--- src/rtl/mem_arbiter_if.sv ---
//------------------------------------------------------------------------------
// Module : mem_arbiter_if
// Brief  : Requester, memory and status signals of the two-port memory arbiter.
// Rev    : 1.0
//------------------------------------------------------------------------------
`default_nettype none

interface mem_arbiter_if #(
    parameter int ADDR_W = 12,
    parameter int DATA_W = 8
);
    logic              cpuReq;
    logic              cpuLock;
    logic [ADDR_W-1:0] cpuAddr;
    logic              cpuWrite;
    logic [DATA_W-1:0] cpuWdata;
    logic              cpuGnt;
    logic              cpuDone;
    logic [DATA_W-1:0] cpuRdata;

    logic              dmaReq;
    logic [ADDR_W-1:0] dmaAddr;
    logic              dmaWrite;
    logic [DATA_W-1:0] dmaWdata;
    logic              dmaGnt;
    logic              dmaDone;
    logic [DATA_W-1:0] dmaRdata;

    logic [ADDR_W-1:0] memAddr;
    logic [DATA_W-1:0] memWdata;
    logic              memWrite;
    logic              memEnable;
    logic [DATA_W-1:0] memRdata;

    logic              busOwner;
    logic              busy;

    modport slave (
        input  cpuReq, cpuLock, cpuAddr, cpuWrite, cpuWdata,
        input  dmaReq, dmaAddr, dmaWrite, dmaWdata, memRdata,
        output cpuGnt, cpuDone, cpuRdata, dmaGnt, dmaDone, dmaRdata,
        output memAddr, memWdata, memWrite, memEnable, busOwner, busy
    );

    modport master (
        output cpuReq, cpuLock, cpuAddr, cpuWrite, cpuWdata,
        output dmaReq, dmaAddr, dmaWrite, dmaWdata, memRdata,
        input  cpuGnt, cpuDone, cpuRdata, dmaGnt, dmaDone, dmaRdata,
        input  memAddr, memWdata, memWrite, memEnable, busOwner, busy
    );
endinterface

`default_nettype wire

--- src/rtl/mem_arbiter.sv ---
//------------------------------------------------------------------------------
// Module : mem_arbiter
// Brief  : Round-robin cpu/DMA arbiter for one fixed-latency memory port.
// Rev    : 1.0
//------------------------------------------------------------------------------
`default_nettype none

module mem_arbiter #(
    parameter int ADDR_W      = 12,
    parameter int DATA_W      = 8,
    parameter int MEM_LATENCY = 1
) (
    input  wire logic    clock,
    input  wire logic    resetN,
    mem_arbiter_if.slave bus
);
    typedef enum logic [1:0] {
        S_IDLE   = 2'd0,
        S_ACCESS = 2'd1,
        S_WAIT   = 2'd2
    } state_t;

    localparam logic [3:0] C_LATENCY = 4'(MEM_LATENCY);

    state_t            state_q, state_d;
    logic [3:0]        cnt_q, cnt_d;
    logic [ADDR_W-1:0] memAddr_q, memAddr_d;
    logic [DATA_W-1:0] memWdata_q, memWdata_d;
    logic              memWrite_q, memWrite_d;
    logic              memEnable_q, memEnable_d;
    logic              isWrite_q, isWrite_d;
    logic              cpuGnt_q, cpuGnt_d;
    logic              dmaGnt_q, dmaGnt_d;
    logic              cpuDone_q, cpuDone_d;
    logic              dmaDone_q, dmaDone_d;
    logic [DATA_W-1:0] cpuRdata_q, cpuRdata_d;
    logic [DATA_W-1:0] dmaRdata_q, dmaRdata_d;
    logic              busOwner_q, busOwner_d;
    logic              lastOwner_q, lastOwner_d;
    logic              busy_q, busy_d;

    logic              w_cpuElig;
    logic              w_dmaElig;
    logic              w_winner;

    // lastOwner resets to DMA so that the cpu wins the first tie.
    always_ff @(posedge clock or negedge resetN) begin
        if (!resetN) begin
            state_q     <= S_IDLE;
            cnt_q       <= 4'd0;
            memAddr_q   <= '0;
            memWdata_q  <= '0;
            memWrite_q  <= 1'b0;
            memEnable_q <= 1'b0;
            isWrite_q   <= 1'b0;
            cpuGnt_q    <= 1'b0;
            dmaGnt_q    <= 1'b0;
            cpuDone_q   <= 1'b0;
            dmaDone_q   <= 1'b0;
            cpuRdata_q  <= '0;
            dmaRdata_q  <= '0;
            busOwner_q  <= 1'b0;
            lastOwner_q <= 1'b1;
            busy_q      <= 1'b0;
        end else begin
            state_q     <= state_d;
            cnt_q       <= cnt_d;
            memAddr_q   <= memAddr_d;
            memWdata_q  <= memWdata_d;
            memWrite_q  <= memWrite_d;
            memEnable_q <= memEnable_d;
            isWrite_q   <= isWrite_d;
            cpuGnt_q    <= cpuGnt_d;
            dmaGnt_q    <= dmaGnt_d;
            cpuDone_q   <= cpuDone_d;
            dmaDone_q   <= dmaDone_d;
            cpuRdata_q  <= cpuRdata_d;
            dmaRdata_q  <= dmaRdata_d;
            busOwner_q  <= busOwner_d;
            lastOwner_q <= lastOwner_d;
            busy_q      <= busy_d;
        end
    end

    always_comb begin
        state_d     = state_q;
        cnt_d       = cnt_q;
        memAddr_d   = memAddr_q;
        memWdata_d  = memWdata_q;
        memWrite_d  = 1'b0;
        memEnable_d = 1'b0;
        isWrite_d   = isWrite_q;
        cpuGnt_d    = 1'b0;
        dmaGnt_d    = 1'b0;
        cpuDone_d   = 1'b0;
        dmaDone_d   = 1'b0;
        cpuRdata_d  = cpuRdata_q;
        dmaRdata_d  = dmaRdata_q;
        busOwner_d  = busOwner_q;
        lastOwner_d = lastOwner_q;
        busy_d      = busy_q;

        w_cpuElig   = bus.cpuReq;
        w_dmaElig   = bus.dmaReq & ~bus.cpuLock;
        w_winner    = (w_cpuElig & w_dmaElig) ? ~lastOwner_q : w_dmaElig;

        case (state_q)
            S_IDLE: begin
                if (w_cpuElig | w_dmaElig) begin
                    state_d     = S_ACCESS;
                    cnt_d       = C_LATENCY;
                    memEnable_d = 1'b1;
                    busy_d      = 1'b1;
                    busOwner_d  = w_winner;
                    lastOwner_d = w_winner;
                    if (w_winner) begin
                        memAddr_d  = bus.dmaAddr;
                        memWdata_d = bus.dmaWdata;
                        memWrite_d = bus.dmaWrite;
                        isWrite_d  = bus.dmaWrite;
                        dmaGnt_d   = 1'b1;
                    end else begin
                        memAddr_d  = bus.cpuAddr;
                        memWdata_d = bus.cpuWdata;
                        memWrite_d = bus.cpuWrite;
                        isWrite_d  = bus.cpuWrite;
                        cpuGnt_d   = 1'b1;
                    end
                end
            end
            S_ACCESS: begin
                state_d = S_WAIT;
            end
            S_WAIT: begin
                // Count 1 marks the edge on which memRdata is valid.
                if (cnt_q == 4'd1) begin
                    state_d = S_IDLE;
                    busy_d  = 1'b0;
                    if (busOwner_q) begin
                        dmaDone_d = 1'b1;
                        if (!isWrite_q) dmaRdata_d = bus.memRdata;
                    end else begin
                        cpuDone_d = 1'b1;
                        if (!isWrite_q) cpuRdata_d = bus.memRdata;
                    end
                end else begin
                    cnt_d = cnt_q - 4'd1;
                end
            end
            default: begin
                state_d = S_IDLE;
            end
        endcase
    end

    assign bus.cpuGnt    = cpuGnt_q;
    assign bus.cpuDone   = cpuDone_q;
    assign bus.cpuRdata  = cpuRdata_q;
    assign bus.dmaGnt    = dmaGnt_q;
    assign bus.dmaDone   = dmaDone_q;
    assign bus.dmaRdata  = dmaRdata_q;
    assign bus.memAddr   = memAddr_q;
    assign bus.memWdata  = memWdata_q;
    assign bus.memWrite  = memWrite_q;
    assign bus.memEnable = memEnable_q;
    assign bus.busOwner  = busOwner_q;
    assign bus.busy      = busy_q;

endmodule

`default_nettype wire

--- src/flat_wrapper.sv ---
// flat-port wrapper written by rule: the top's interface ports become plain ports
module mem_arbiter_flat 
#(
    parameter int ADDR_W      = 12,
    parameter int DATA_W      = 8,
    parameter int MEM_LATENCY = 1
)
  (clock, resetN, bus_cpuReq, bus_cpuLock, bus_cpuAddr, bus_cpuWrite, bus_cpuWdata, bus_dmaReq, bus_dmaAddr, bus_dmaWrite, bus_dmaWdata, bus_memRdata, bus_cpuGnt, bus_cpuDone, bus_cpuRdata, bus_dmaGnt, bus_dmaDone, bus_dmaRdata, bus_memAddr, bus_memWdata, bus_memWrite, bus_memEnable, bus_busOwner, bus_busy);
  mem_arbiter_if #(.ADDR_W(ADDR_W), .DATA_W(DATA_W)) bus_i ();
  input  wire logic clock;
  input  wire logic resetN;
  input wire logic [$bits(bus_i.cpuReq)-1:0] bus_cpuReq;
  input wire logic [$bits(bus_i.cpuLock)-1:0] bus_cpuLock;
  input wire logic [$bits(bus_i.cpuAddr)-1:0] bus_cpuAddr;
  input wire logic [$bits(bus_i.cpuWrite)-1:0] bus_cpuWrite;
  input wire logic [$bits(bus_i.cpuWdata)-1:0] bus_cpuWdata;
  input wire logic [$bits(bus_i.dmaReq)-1:0] bus_dmaReq;
  input wire logic [$bits(bus_i.dmaAddr)-1:0] bus_dmaAddr;
  input wire logic [$bits(bus_i.dmaWrite)-1:0] bus_dmaWrite;
  input wire logic [$bits(bus_i.dmaWdata)-1:0] bus_dmaWdata;
  input wire logic [$bits(bus_i.memRdata)-1:0] bus_memRdata;
  output wire logic [$bits(bus_i.cpuGnt)-1:0] bus_cpuGnt;
  output wire logic [$bits(bus_i.cpuDone)-1:0] bus_cpuDone;
  output wire logic [$bits(bus_i.cpuRdata)-1:0] bus_cpuRdata;
  output wire logic [$bits(bus_i.dmaGnt)-1:0] bus_dmaGnt;
  output wire logic [$bits(bus_i.dmaDone)-1:0] bus_dmaDone;
  output wire logic [$bits(bus_i.dmaRdata)-1:0] bus_dmaRdata;
  output wire logic [$bits(bus_i.memAddr)-1:0] bus_memAddr;
  output wire logic [$bits(bus_i.memWdata)-1:0] bus_memWdata;
  output wire logic [$bits(bus_i.memWrite)-1:0] bus_memWrite;
  output wire logic [$bits(bus_i.memEnable)-1:0] bus_memEnable;
  output wire logic [$bits(bus_i.busOwner)-1:0] bus_busOwner;
  output wire logic [$bits(bus_i.busy)-1:0] bus_busy;
  assign bus_i.cpuReq = bus_cpuReq;
  assign bus_i.cpuLock = bus_cpuLock;
  assign bus_i.cpuAddr = bus_cpuAddr;
  assign bus_i.cpuWrite = bus_cpuWrite;
  assign bus_i.cpuWdata = bus_cpuWdata;
  assign bus_i.dmaReq = bus_dmaReq;
  assign bus_i.dmaAddr = bus_dmaAddr;
  assign bus_i.dmaWrite = bus_dmaWrite;
  assign bus_i.dmaWdata = bus_dmaWdata;
  assign bus_i.memRdata = bus_memRdata;
  assign bus_cpuGnt = bus_i.cpuGnt;
  assign bus_cpuDone = bus_i.cpuDone;
  assign bus_cpuRdata = bus_i.cpuRdata;
  assign bus_dmaGnt = bus_i.dmaGnt;
  assign bus_dmaDone = bus_i.dmaDone;
  assign bus_dmaRdata = bus_i.dmaRdata;
  assign bus_memAddr = bus_i.memAddr;
  assign bus_memWdata = bus_i.memWdata;
  assign bus_memWrite = bus_i.memWrite;
  assign bus_memEnable = bus_i.memEnable;
  assign bus_busOwner = bus_i.busOwner;
  assign bus_busy = bus_i.busy;
  mem_arbiter #(.ADDR_W(ADDR_W), .DATA_W(DATA_W), .MEM_LATENCY(MEM_LATENCY)) u_core (.clock(clock), .resetN(resetN), .bus(bus_i));
endmodule
--- config.mk ---
export PLATFORM = sky130hd
export DESIGN_NAME = mem_arbiter_flat
export DESIGN_NICKNAME = d
export VERILOG_FILES = /design/src/rtl/mem_arbiter_if.sv /design/src/rtl/mem_arbiter.sv /design/src/flat_wrapper.sv
export SDC_FILE = /design/constraint.sdc
export NUM_CORES = 1
export LEC_CHECK = 0
export CORE_MARGIN = 1
export CORE_UTILIZATION = 46
export CTS_BUF_LIST = sky130_fd_sc_hd__clkbuf_4
export CTS_CLUSTER_SIZE = 16
export DETAILED_ROUTE_END_ITERATION = 6
export PLACE_DENSITY_LB_ADDON = 0.05
export SYNTH_ARGS = -nofsm -noshare
export SYNTH_HDL_FRONTEND = slang
export SYNTH_SLANG_ARGS = --single-unit
--- constraint.sdc ---
create_clock -name clock -period 5.5 [get_ports clock]
set_clock_uncertainty 0.15 [all_clocks]
set_input_delay 0.825 -clock clock [delete_from_list [all_inputs] [get_ports clock]]
set_output_delay 0.825 -clock clock [all_outputs]
set_load 0.05 [all_outputs]
---- After elaboration in Yosys (flattened, before gate mapping) ----
Index checks and enable logic that the tools add are counted.
cells by class
  add/subtract/negate cells ............... 1
  eq/ne operators ......................... 6
  muxes and demuxes ....................... 29
  bitwise gates (word level) .............. 7
  reduce and logical (&&, ||, !) cells .... 8
operators with widths
  operator             count
  $mux 1               20
  $mux 12              1
  $mux 4               2
  $mux 8               1
  $pmux 4 s2           1
  $reduce_and 4->1     2
  $pmux 2 s3           1
  $reduce_and 3->1     2
  $eq 4x1->1 const B   1
  $mux 2               2
  $ne 2x1->1 const B   2
  $not 1->1            4
  $reduce_and 2->1     2
  $sub 4x1->4 const B  1
  $and 1x1->1          2
  $eq 2x1->1 const B   1
  $eq 2x2->1 const B   1
  $logic_not 2->1      1
  $ne 2x2->1 const B   1
  $pmux 1 s2           1
  $reduce_bool 2->1    1
  $or 1x1->1           1
storage, ports and cells
  register bits ........................... 52
  bits of input ports ..................... 55
  output and inout bits ................... 44

---- Depth between registers and ports, before layout ----
Gate-level depths: netlist of the first run.
  depth after elaboration ................. 7
  mapped depth ............................ 6
  depth with buffers taken out ............ 5

---- Least setup slack after synthesis of the first run ----
Ideal clock, no wire load.
  path type ............................... input port to flip-flop
  from .................................... in bus_dmaReq
  to ...................................... reg u_core.memAddr_q[1], in the netlist u_core.bus.memAddr[1]
  library setup time ...................... 0.083 ns
  arrival ................................. 1.737 ns
  path slack .............................. 3.530 ns
  cell stages on the path ................. 6
  buffers on the path ..................... 2
  cells stage by stage .................... nor2b_1 o21ai_1 clkbuf_1 buf_2 nand2_1 o21ai_0
between the ends
  word-level cells in the longest chain between the ends .. 4
  elaborated cells between the ends (all ways) .. 6
ends and longest elaborated chain
  element               RTL line            RTL
  from (decl)           flat_wrapper.sv:17  input wire logic [$bits(bus_i.dmaReq)-1:0] bus_dmaReq;
  $and 1x1->1 *         mem_arbiter.sv:104  w_dmaElig = bus.dmaReq & ~bus.cpuLock;
  $and 1x1->1           mem_arbiter.sv:105  w_winner = (w_cpuElig & w_dmaElig) ? ~lastOwner_q : w_dmaElig;
  $mux 1                mem_arbiter.sv:105
  $mux 12               mem_arbiter.sv:116  if (w_winner) begin
  to (signal assigned)  mem_arbiter.sv:68   memAddr_q <= memAddr_d;
  to (decl)             mem_arbiter.sv:27   logic [ADDR_W-1:0] memAddr_q, memAddr_d;
Every way passes the cells marked *; elsewhere a longest branch is shown, timed or not.
A chain may end at the register's enable or synchronous reset.

---- Worst setup path after layout of the first run ----
  from .................................... in bus_dmaReq
  to ...................................... reg u_core.isWrite_q
between the ends
  word-level cells in the longest chain between the ends .. 4
  elaborated cells between the ends (all ways) .. 6
ends and longest elaborated chain
  element               RTL line            RTL
  $and 1x1->1 *         mem_arbiter.sv:104
  $and 1x1->1           mem_arbiter.sv:105
  $mux 1                mem_arbiter.sv:105
  $mux 1                mem_arbiter.sv:116
  to (signal assigned)  mem_arbiter.sv:72   isWrite_q <= isWrite_d;
  to (decl)             mem_arbiter.sv:31   logic isWrite_q, isWrite_d;
Marked as above.

==> flow_metrics.tcl, run 1 <==
set metrics [dict create \
    violations "design-rule violations" \
    syn-num-nets 238 \
    synthTopCellsByArea "dfrtp_1 (58%), mux2_4 (11%), nand2_1 (6.3%), mux2i_1 (5.9%), a32oi_1 (3.6%)" \
    drc_errors 8 \
    yosysTopAreaCellShare_pct 57.79 \
    p_per_area_nw_per_um2 640.2 \
    hold_buffers 0 \
    synth_top_family_by_area "multiplexers" \
    async_flop_share_pct 100.0 \
    synth_compound_area_share_pct 8.725 \
    worstRegToRegCells 5 \
    setup_viol 0 \
    post-route-period-util_pct 49.05 \
    first_iter_violations 85 \
    synth_mux_area_share_pct 17.28 \
    rrSetupSlack_ps 3420 \
    die-area_um2 5082 \
    synth_xor_xnor_area_share_pct 0 \
    p_seq_share_pct 31.3 \
    dp_hpwl_mm 3.627 \
    ys_ff_latch 52 \
    synth_area_leader_cell "dfrtp_1" \
    required_ps 5610 \
    place_inst 323 \
    hold_path_depth 2 \
    start_kind "primary input" \
    crit_family "simple AND/OR/NAND/NOR gates" \
    internal_power_uw 1085 \
    register_area_um2 1303 \
    synth_edf_count 0 \
    ys_types 27 \
    grt_pass1_wl_mm 8.004 \
    core.rowCount 24 \
    cp-end-kind "register" \
    drive_above_1_share_pct 11.47 \
    switchingPower_uw 1007 \
    relSlewSlack_pct 37.02 \
    p_leak_uw 0.001560 \
    ir_worst_vdd_mv 0.3239 \
    drv_cap 0 \
    antenna_found_initial 0 \
    totalWireLength_mm 4.985 \
    path_max_fanout 22 \
    fillCellCount 347 \
    grt_max_degree 53 \
    insertion_delay_ps 360 \
    synth_common_cells "dfrtp_1 (51), nand2_1 (37), mux2_4 (16)" \
    syn_area_per_cell_um2 12.20 \
    syn_area_um2 2208 \
    pwr-share-comb_pct 60.6 \
    final_antenna_net_count 0 \
    dr.pass1.iters 6 \
    timing.setup.tns_ps 0 \
    die_y_um 71.29 \
    clk_pin_slew_ps 130 \
    synthFlopType "dfrtp_1" \
    wl_per_cell_um 15.06 \
    syn_inst 181 \
    gp_congestion 0.7571 \
    fin_crit_ps 2698 \
    synth-simple-area-share_pct 10.25 \
    slowest_stage "nand2_1" \
    vias 1692 \
    r2r-end "u_core.bus.dmaRdata[1]" \
    cts_resized 0 \
    drv_slew 0 \
    cts_buffers 5 \
    setup.worst_path.class "primary input to register" \
    worstHoldStart "u_core.bus.memWdata[2]" \
    ios 99 \
    crit_path_max_incr_delay_ps 610 \
    diodes 0 \
    grt.overflow.total 0 \
    detail_route.vias_per_cell 5.112 \
    yosys.cell_count.top_type "dfrtp_1" \
    worstReg2RegStart "u_core.cnt_q[1]" \
    syn_to_final_growth_pct 47.93 \
    timing.fmax_ghz 0.3707 \
    yosysWarnings 0 \
    power_uw 2092 \
    multi_input_area_um2 829.5 \
    cts.sinks 52 \
    p_sw_share_pct 48.14 \
    grt_pass1_vias 1693 \
    htreeDepth 2 \
    cts_buffer_depth 2 \
    clockPowerShare_pct 8.1 \
    synth_adder_area_share_pct 1.133 \
    cp.arrival_ps 2810 \
    hold_path_class "register to register" \
    fp.dieW_um 71.29 \
    grt_usage_pct 20.49 \
    port_buffers 98 \
    hold_viol_final 0 \
    cts_tree "built" \
    nNetsFinal 335 \
    fin_cells 331 \
    post_cts_buffers 0 \
    cp_cell_sequence "clkdlybuf4s50_1 -> nor2b_1 -> nand2_1 -> a32o_1 -> a21o_1" \
    coreArea_um2 4474 \
    rsz0062_at_grt "false" \
    min_to "u_core.bus.memWdata[2]" \
    cp_num_buf_inv 1 \
    seq_area_frac_synth_pct 58.98 \
    worstMarginPinSlew_ps 942.4 \
    root_buffer "clkbuf_4" \
    status "finished with violations" \
    start_util_pct 49.36 \
]
[power by group through the flow]
stage / Sequential [uW] / Combinational (uW) / Clock [uW]
global route: 677 / 1330 / 193
finish: 656 / 1270 / 169
CTS: 656 / 1280 / 176
detailed placement: 662 / 1280 / 0
floorplan: 1190 / 325 / 0
global placement: 655 / 1250 / 0
[sequential cells by signal (all words and copies together), names as in the netlist, 2 cells and up]
register / count
u_core.cnt_q: 4
u_core.state_q: 2
u_core.bus.memWdata: 8
u_core.bus.cpuRdata: 8
u_core.bus.dmaRdata: 8
u_core.bus.memAddr: 12
[cell type report]
cell class / instances / share of cell area [%]
Clock buffer: 7 / 1.609
Timing Repair Buffer: 100 / 30.33
Inverter: 6 / 0.6894
Tap cell: 52 / 1.992
Multi-Input combinational cell: 113 / 25.39
Clock inverter: 1 / 0.1149
Sequential cell: 52 / 39.87
[metrics by stage]
step	hold WS, ps	cell area (um^2)	setup slack (ps)	util (%)
global placement	300.4	3211	2442	71.76
detailed placement	306.9	3211	2380	71.76
global route	347.2	3267	2677	73.01
finish	330.6	3267	2802	73.01
CTS	330.9	3267	2784	73.01
floorplan	309.0	2208	3530	-
[layer usage]
metal,track usage (%),part of all wire [%],up-vias
met3,7.454,8.9,5
met5,0,0,-
met4,4.667,1.0,0
met1,25.02,42,807
li1,-,-,816
met2,34.92,48,64
[worst max-delay path by stage]
stage | from | to | slack [ps] | cells after the start
final | bus_dmaReq | u_core.isWrite_q | 2800 | 5
after global routing | bus_dmaReq | u_core.isWrite_q | 2680 | 5
after CTS | bus_dmaReq | u_core.isWrite_q | 2780 | 5
after detailed placement | bus_dmaReq | u_core.isWrite_q | 2380 | 5
after global placement | bus_dmaReq | u_core.isWrite_q | 2440 | 5
after floorplan | bus_dmaReq | u_core.bus.memAddr[1] | 3530 | 6
[logic make-up (layout without fill, tap and decap cells)]
logic type	count (synthesis)	in the layout
AOI/OAI and AO/OA	29	29
adders and majority gates	2	2
buffers and inverters	16	114
DFF	52	52
muxes	30	30
and+or+nand+nor	52	52
[cells in the final DEF, fill, tap and decap left out]
cell              n
a21o_1            3
a21oi_1           3
a32o_1            1
a32oi_1           9
and3_1            1
buf_2             1
buf_4             2
clkbuf_4          7
clkdlybuf4s50_1  97
clkinv_1          1
dfrtp_1          51
dfstp_2           1
ha_1              2
inv_1             6
mux2_2            1
mux2_4           16
mux2i_1          13
nand2_1          37
nand2b_1          1
nand4b_2          1
nor2_1            5
nor2_2            1
nor2b_1           1
nor3_1            2
o21ai_0          11
o21ai_2           1
o22ai_1           1
or2_2             1
or3_1             2
[tightest hold or removal path, cell delays in order, from the launching register on]
cell	delay, ps
dfrtp_1	370
nand2_1	50
nand2_1	40
Note: power is estimated with default switching activity, not from simulation.
==> run 2, diff against run 1 <==
--- a/config.mk
+++ b/config.mk
@@ -6,7 +6,7 @@
 export NUM_CORES = 1
 export LEC_CHECK = 0
 export CORE_MARGIN = 1
-export CORE_UTILIZATION = 46
+export CORE_UTILIZATION = 43
 export CTS_BUF_LIST = sky130_fd_sc_hd__clkbuf_4
 export CTS_CLUSTER_SIZE = 16
 export DETAILED_ROUTE_END_ITERATION = 6
==> constraint.sdc (replaced) <==
create_clock -name clock -period 2.68 [get_ports clock]
set_clock_uncertainty 0.15 [all_clocks]
set_input_delay 0.402 -clock clock [delete_from_list [all_inputs] [get_ports clock]]
set_output_delay 0.402 -clock clock [all_outputs]
set_load 0.05 [all_outputs]
==> flow_metrics.tcl, run 2 (synthesized netlist as in run 1, its figures left out) <==
set metrics [dict create \
    top_usage_layer "met2" \
    die-area_um2 5427 \
    core.rowCount 25 \
    grt_max_degree 53 \
    stdcell_area_um2 3316 \
    setup.worst_path.class "register to output port" \
    grt_usage_pct 18.96 \
    clockPowerShare_pct 8.2 \
    utilization_pct 68.83 \
    totalWireLength_mm 4.805 \
    drv_cap 0 \
    gp_congestion 0.7110 \
    drive_above_1_share_pct 12.41 \
    internal_power_uw 2228 \
    rrSetupSlack_ps 630 \
    wl_per_cell_um 13.77 \
    final_antenna_net_count 0 \
    met2_usage_pct 28.75 \
    start_util_pct 45.84 \
    cts.sinks 52 \
    crit_family "buffers and inverters" \
    cp_cell_sequence "clkdlybuf4s50_1" \
    coreArea_um2 4817 \
    cts_buffers 5 \
    port_buffers 98 \
    insertion_delay_ps 360 \
    gr-usage-met3_pct 5.487 \
    hold_buffers 1 \
    hold_viol_final 0 \
    post_cts_buffers 0 \
    detail_route.vias_per_cell 4.794 \
    relSlewSlack_pct 55.85 \
    required_ps 2130 \
    dp_hpwl_mm 3.522 \
    path_max_fanout 4 \
    cp-end-kind "output port" \
    die_y_um 73.67 \
    p_leak_uw 0.001572 \
    place_ws_ps 536.0 \
    crit_path_max_incr_delay_ps 820 \
    fp.dieW_um 73.67 \
    timing.fmax_ghz 0.4684 \
    drc_errors 0 \
    cp.arrival_ps 1580 \
    cp_num_buf_inv 1 \
    worstReg2RegStart "u_core.cnt_q[1]" \
    cts_resized 0 \
    p_seq_share_pct 31.2 \
    slowest_stage "clkdlybuf4s50_1" \
    antenna_found_initial 0 \
    ir_worst_vdd_mv 0.6251 \
    drv_slew 0 \
    place_area_um2 3244 \
    cts_tree "built" \
    status "finished, final reports clean" \
    diodes 0 \
    mostFrequentLayoutCell "clkdlybuf4s50_1" \
    startpoint "u_core.bus.busOwner" \
    timing.setup.tns_ps 0 \
    start_kind "register" \
    met1_usage_pct 26.64 \
    first_iter_violations 54 \
    dr.pass1.iters 4 \
    setup_ws_ps 545.3 \
    pwr-share-comb_pct 60.7 \
    setup_viol 0 \
    p_sw_share_pct 47.95 \
    syn_to_final_growth_pct 50.14 \
    ios 99 \
    grt_pass1_vias 1557 \
    clk_pin_slew_ps 140 \
    fin_crit_ps 2135 \
    rsz0062_at_grt "false" \
    vias 1673 \
    post-route-period-util_pct 79.65 \
    p_per_area_nw_per_um2 1291 \
    most-common-layout-cells "clkdlybuf4s50_1 (97), dfrtp_1 (51), nand2_1 (37)" \
    largest_reg_flops 12 \
    root_buffer "clkbuf_4" \
    grt.overflow.total 0 \
    power_uw 4280 \
    worstMarginPinSlew_ps 662.3 \
    worstHoldStart "u_core.bus.busOwner" \
    grt_pass1_wl_mm 7.693 \
    htreeDepth 2 \
    nNetsFinal 338 \
    switchingPower_uw 2052 \
    cts_buffer_depth 2 \
    hold_path_class "register to register" \
]
-- run 2: cell types whose count changed in the layout (fill, tap and decap cells not counted), sizes merged --
cell and change:
buf +2, clkbuf -1, clkinvlp +1, dlygate4sd3 +1
-- run 2: worst paths after layout --
check,end,cells after the start
max,bus_busOwner,1
min,u_core.bus.cpuDone,1
max reg2reg,u_core.bus.dmaRdata[5],5
min reg2reg,u_core.bus.cpuDone,1
max in group asynchronous,u_core.bus.memWdata[0],3
min in group asynchronous,u_core.bus.dmaRdata[1],3
-- run 2: area by class of cell --
class	instances	area [um^2]
flip-flops and latches	52	1303
clock buffers	6	45.04
well taps	67	83.83
inverters	6	22.52
clock inverters	2	16.27
fillers	408	1501
repair buffers	103	1016
multi-input cells	113	829.5
-- run 2: stage by stage --
step	hold WS, ps	instances
2_1_floorplan	-43.59	181
3_3_place_gp	302.1	340
3_5_place_dp	305.7	340
4_1_cts	330.3	349
5_1_grt	344.8	349
6_report	322.8	349
-- run 2: power groups by stage --
stage / Clock [uW] / Combinational [uW] / Sequential [uW]
after global placement: 0 / 2580 / 1350
after CTS: 374 / 2620 / 1340
after floorplan: 0 / 668 / 2430
after global routing: 403 / 2740 / 1390
final: 349 / 2600 / 1330
after detailed placement: 0 / 2610 / 1350
-- run 2: routing by layer --
metal / wire, um / vias up
met5: 0 / -
met4: 50 / 0
met3: 340 / 5
met2: 2191 / 61
met1: 2223 / 785
li1: - / 822
==> run 3, diff against run 2 <==
--- a/config.mk
+++ b/config.mk
@@ -6,7 +6,7 @@
 export NUM_CORES = 1
 export LEC_CHECK = 0
 export CORE_MARGIN = 1
-export CORE_UTILIZATION = 43
+export CORE_UTILIZATION = 39
 export CTS_BUF_LIST = sky130_fd_sc_hd__clkbuf_4
 export CTS_CLUSTER_SIZE = 16
 export DETAILED_ROUTE_END_ITERATION = 6
==> constraint.sdc (replaced) <==
create_clock -name clock -period 1.77 [get_ports clock]
set_clock_uncertainty 0.15 [all_clocks]
set_input_delay 0.2655 -clock clock [delete_from_list [all_inputs] [get_ports clock]]
set_output_delay 0.2655 -clock clock [all_outputs]
set_load 0.05 [all_outputs]
==> flow_metrics.tcl, run 3 (synthesized netlist as in run 1, its figures left out) <==
set metrics [dict create \
    met2_usage_pct 28.32 \
    top_usage_layer "met2" \
    grt.overflow.total 0 \
    port_buffers 98 \
    setup_ws_ps -15.70 \
    first_iter_violations 43 \
    timing.setup.tns_ps -71.90 \
    fin_cells 379 \
    setup.worst_path.class "register to register" \
    power_uw 6734 \
    violations "negative setup slack" \
    hold_viol_final 0 \
    clk_pin_slew_ps 140 \
    insertion_delay_ps 360 \
    crit_family "simple AND/OR/NAND/NOR gates" \
    root_buffer "clkbuf_4" \
    drc_errors 0 \
    mostFrequentLayoutCell "buf_4" \
    dr.pass1.iters 4 \
    hold_path_class "primary input to async pin" \
    cts_buffers 5 \
    crit_path_max_incr_delay_ps 480 \
    detail_route.vias_per_cell 4.641 \
    path_max_fanout 8 \
    startpoint "u_core.cnt_q[1]" \
    start_kind "register" \
    slowest_stage "or3_4" \
    final_antenna_net_count 0 \
    p_leak_uw 0.001775 \
    place_area_um2 3344 \
    worstMarginPinSlew_ps 294.4 \
    setup_viol 10 \
    dp_hpwl_mm 3.784 \
    switchingPower_uw 3180 \
    grt_max_degree 35 \
    ir_worst_vdd_mv 1.032 \
    cts_tree "built" \
    start_util_pct 40.35 \
    gr-usage-met3_pct 6.071 \
    pwr-share-comb_pct 60.3 \
    drv_cap 0 \
    drive_above_1_share_pct 34.53 \
    internal_power_uw 3554 \
    most-common-layout-cells "buf_4 (69), clkdlybuf4s50_1 (53), dfrtp_1 (50)" \
    cp-end-kind "register" \
    cts.sinks 52 \
    ios 99 \
    worstReg2RegStart "u_core.cnt_q[1]" \
    p_sw_share_pct 47.23 \
    vias 1759 \
    holdWs_ps 150.0 \
    cp.arrival_ps 1890 \
    stdcell_area_um2 3487 \
    nNetsFinal 363 \
    required_ps 1880 \
    antenna_found_initial 0 \
    cp_num_buf_inv 1 \
    diodes 0 \
    grt_pass1_wl_mm 8.086 \
    fin_crit_ps 1786 \
    die-area_um2 5968 \
    p_per_area_nw_per_um2 1931 \
    core.rowCount 27 \
    die_y_um 77.25 \
    cp_cell_sequence "inv_2 -> ha_4 -> nand4b_4 -> or3_4 -> mux2_4" \
    cts_buffer_depth 2 \
    drv_slew 0 \
    syn_to_final_growth_pct 57.90 \
    gp_congestion 0.7423 \
    grt_usage_pct 17.30 \
    largest_reg_flops 12 \
    htreeDepth 2 \
    relSlewSlack_pct 80.37 \
    place_inst 367 \
    totalWireLength_mm 4.856 \
    clockPowerShare_pct 9.5 \
    timing.fmax_ghz 0.5600 \
    coreArea_um2 5473 \
    wl_per_cell_um 12.81 \
    post-route-period-util_pct 100.9 \
    p_seq_share_pct 30.2 \
    met1_usage_pct 21.42 \
    status "finished with violations" \
    rsz0062_at_grt "true" \
    fp.dieW_um 77.25 \
    grt_pass1_vias 1682 \
]
run 3: cell types whose count changed in the layout (fill, tap and decap cells not counted), moves of 2 or more:
cell,before,now
clkinv_1,0,2
clkdlybuf4s50_1,97,53
buf_12,0,3
buf_4,4,69
run 3: worst paths after layout:
check | cells past startpoint | slack [ps] | to
max | 5 | -20 | u_core.bus.dmaRdata[1]
min reg2reg | 1 | 320 | u_core.bus.cpuDone
max reg2reg | 5 | -20 | u_core.bus.dmaRdata[1]
min | 2 | 150 | u_core.bus.memWdata[6]
max in group asynchronous | 3 | 770 | u_core.lastOwner_q
min in group clock | 1 | 320 | u_core.bus.cpuDone
run 3: timing repair:
| action | in CTS | in global routing |
|---|---|---|
| endpoints found under the setup margin | 16 | 16 |
| hold buffers | 1 | 0 |
| resized for setup | 7 | 1 |
| hold endpoints to repair | 51 | 0 |
| gates cloned | 0 | 0 |
| pin swaps | 0 | 1 |
| setup buffers | 1 | 3 |
run 3: final cells by class:
class | instances | area (um^2)
multi-input cells | 113 | 860.8
clock inverters | 3 | 37.54
clock buffers | 5 | 37.54
inverters | 6 | 22.52
well taps | 72 | 90.09
repair buffers | 128 | 1135
flip-flops and latches | 52 | 1304
fillers | 480 | 1986
run 3: power groups by stage:
stage	clock network (uW)	logic (uW)	registers (uW)
final	643	4060	2030
after CTS	669	4070	2040
after floorplan	0	1010	3690
after global routing	710	4280	2110
after global placement	0	3980	2040
after detailed placement	0	4010	2050
run 3: through the flow:
step | util (%) | setup slack, ps
after floorplan | - | 0.6749
after global placement | 61.11 | -102.4
after detailed placement | 61.11 | -150.1
after CTS | 63.42 | 3.049
after global routing | 63.72 | -84.38
final | 63.72 | -15.70
run 3: worst register-to-register path: stages, from the launching register on:
cell and delay, ps:
dfrtp_1 410, inv_2 80, ha_4 140, nand4b_4 100
or3_4 480, mux2_4 330
run 3: metal layers:
layer | share of wire, % | vias to the layer above | wire length (um)
met1 | 43 | 821 | 2074
li1 | - | 874 | -
met3 | 6.8 | 7 | 331
met4 | 1.2 | 0 | 59
met5 | 0 | - | 0
met2 | 49 | 57 | 2391
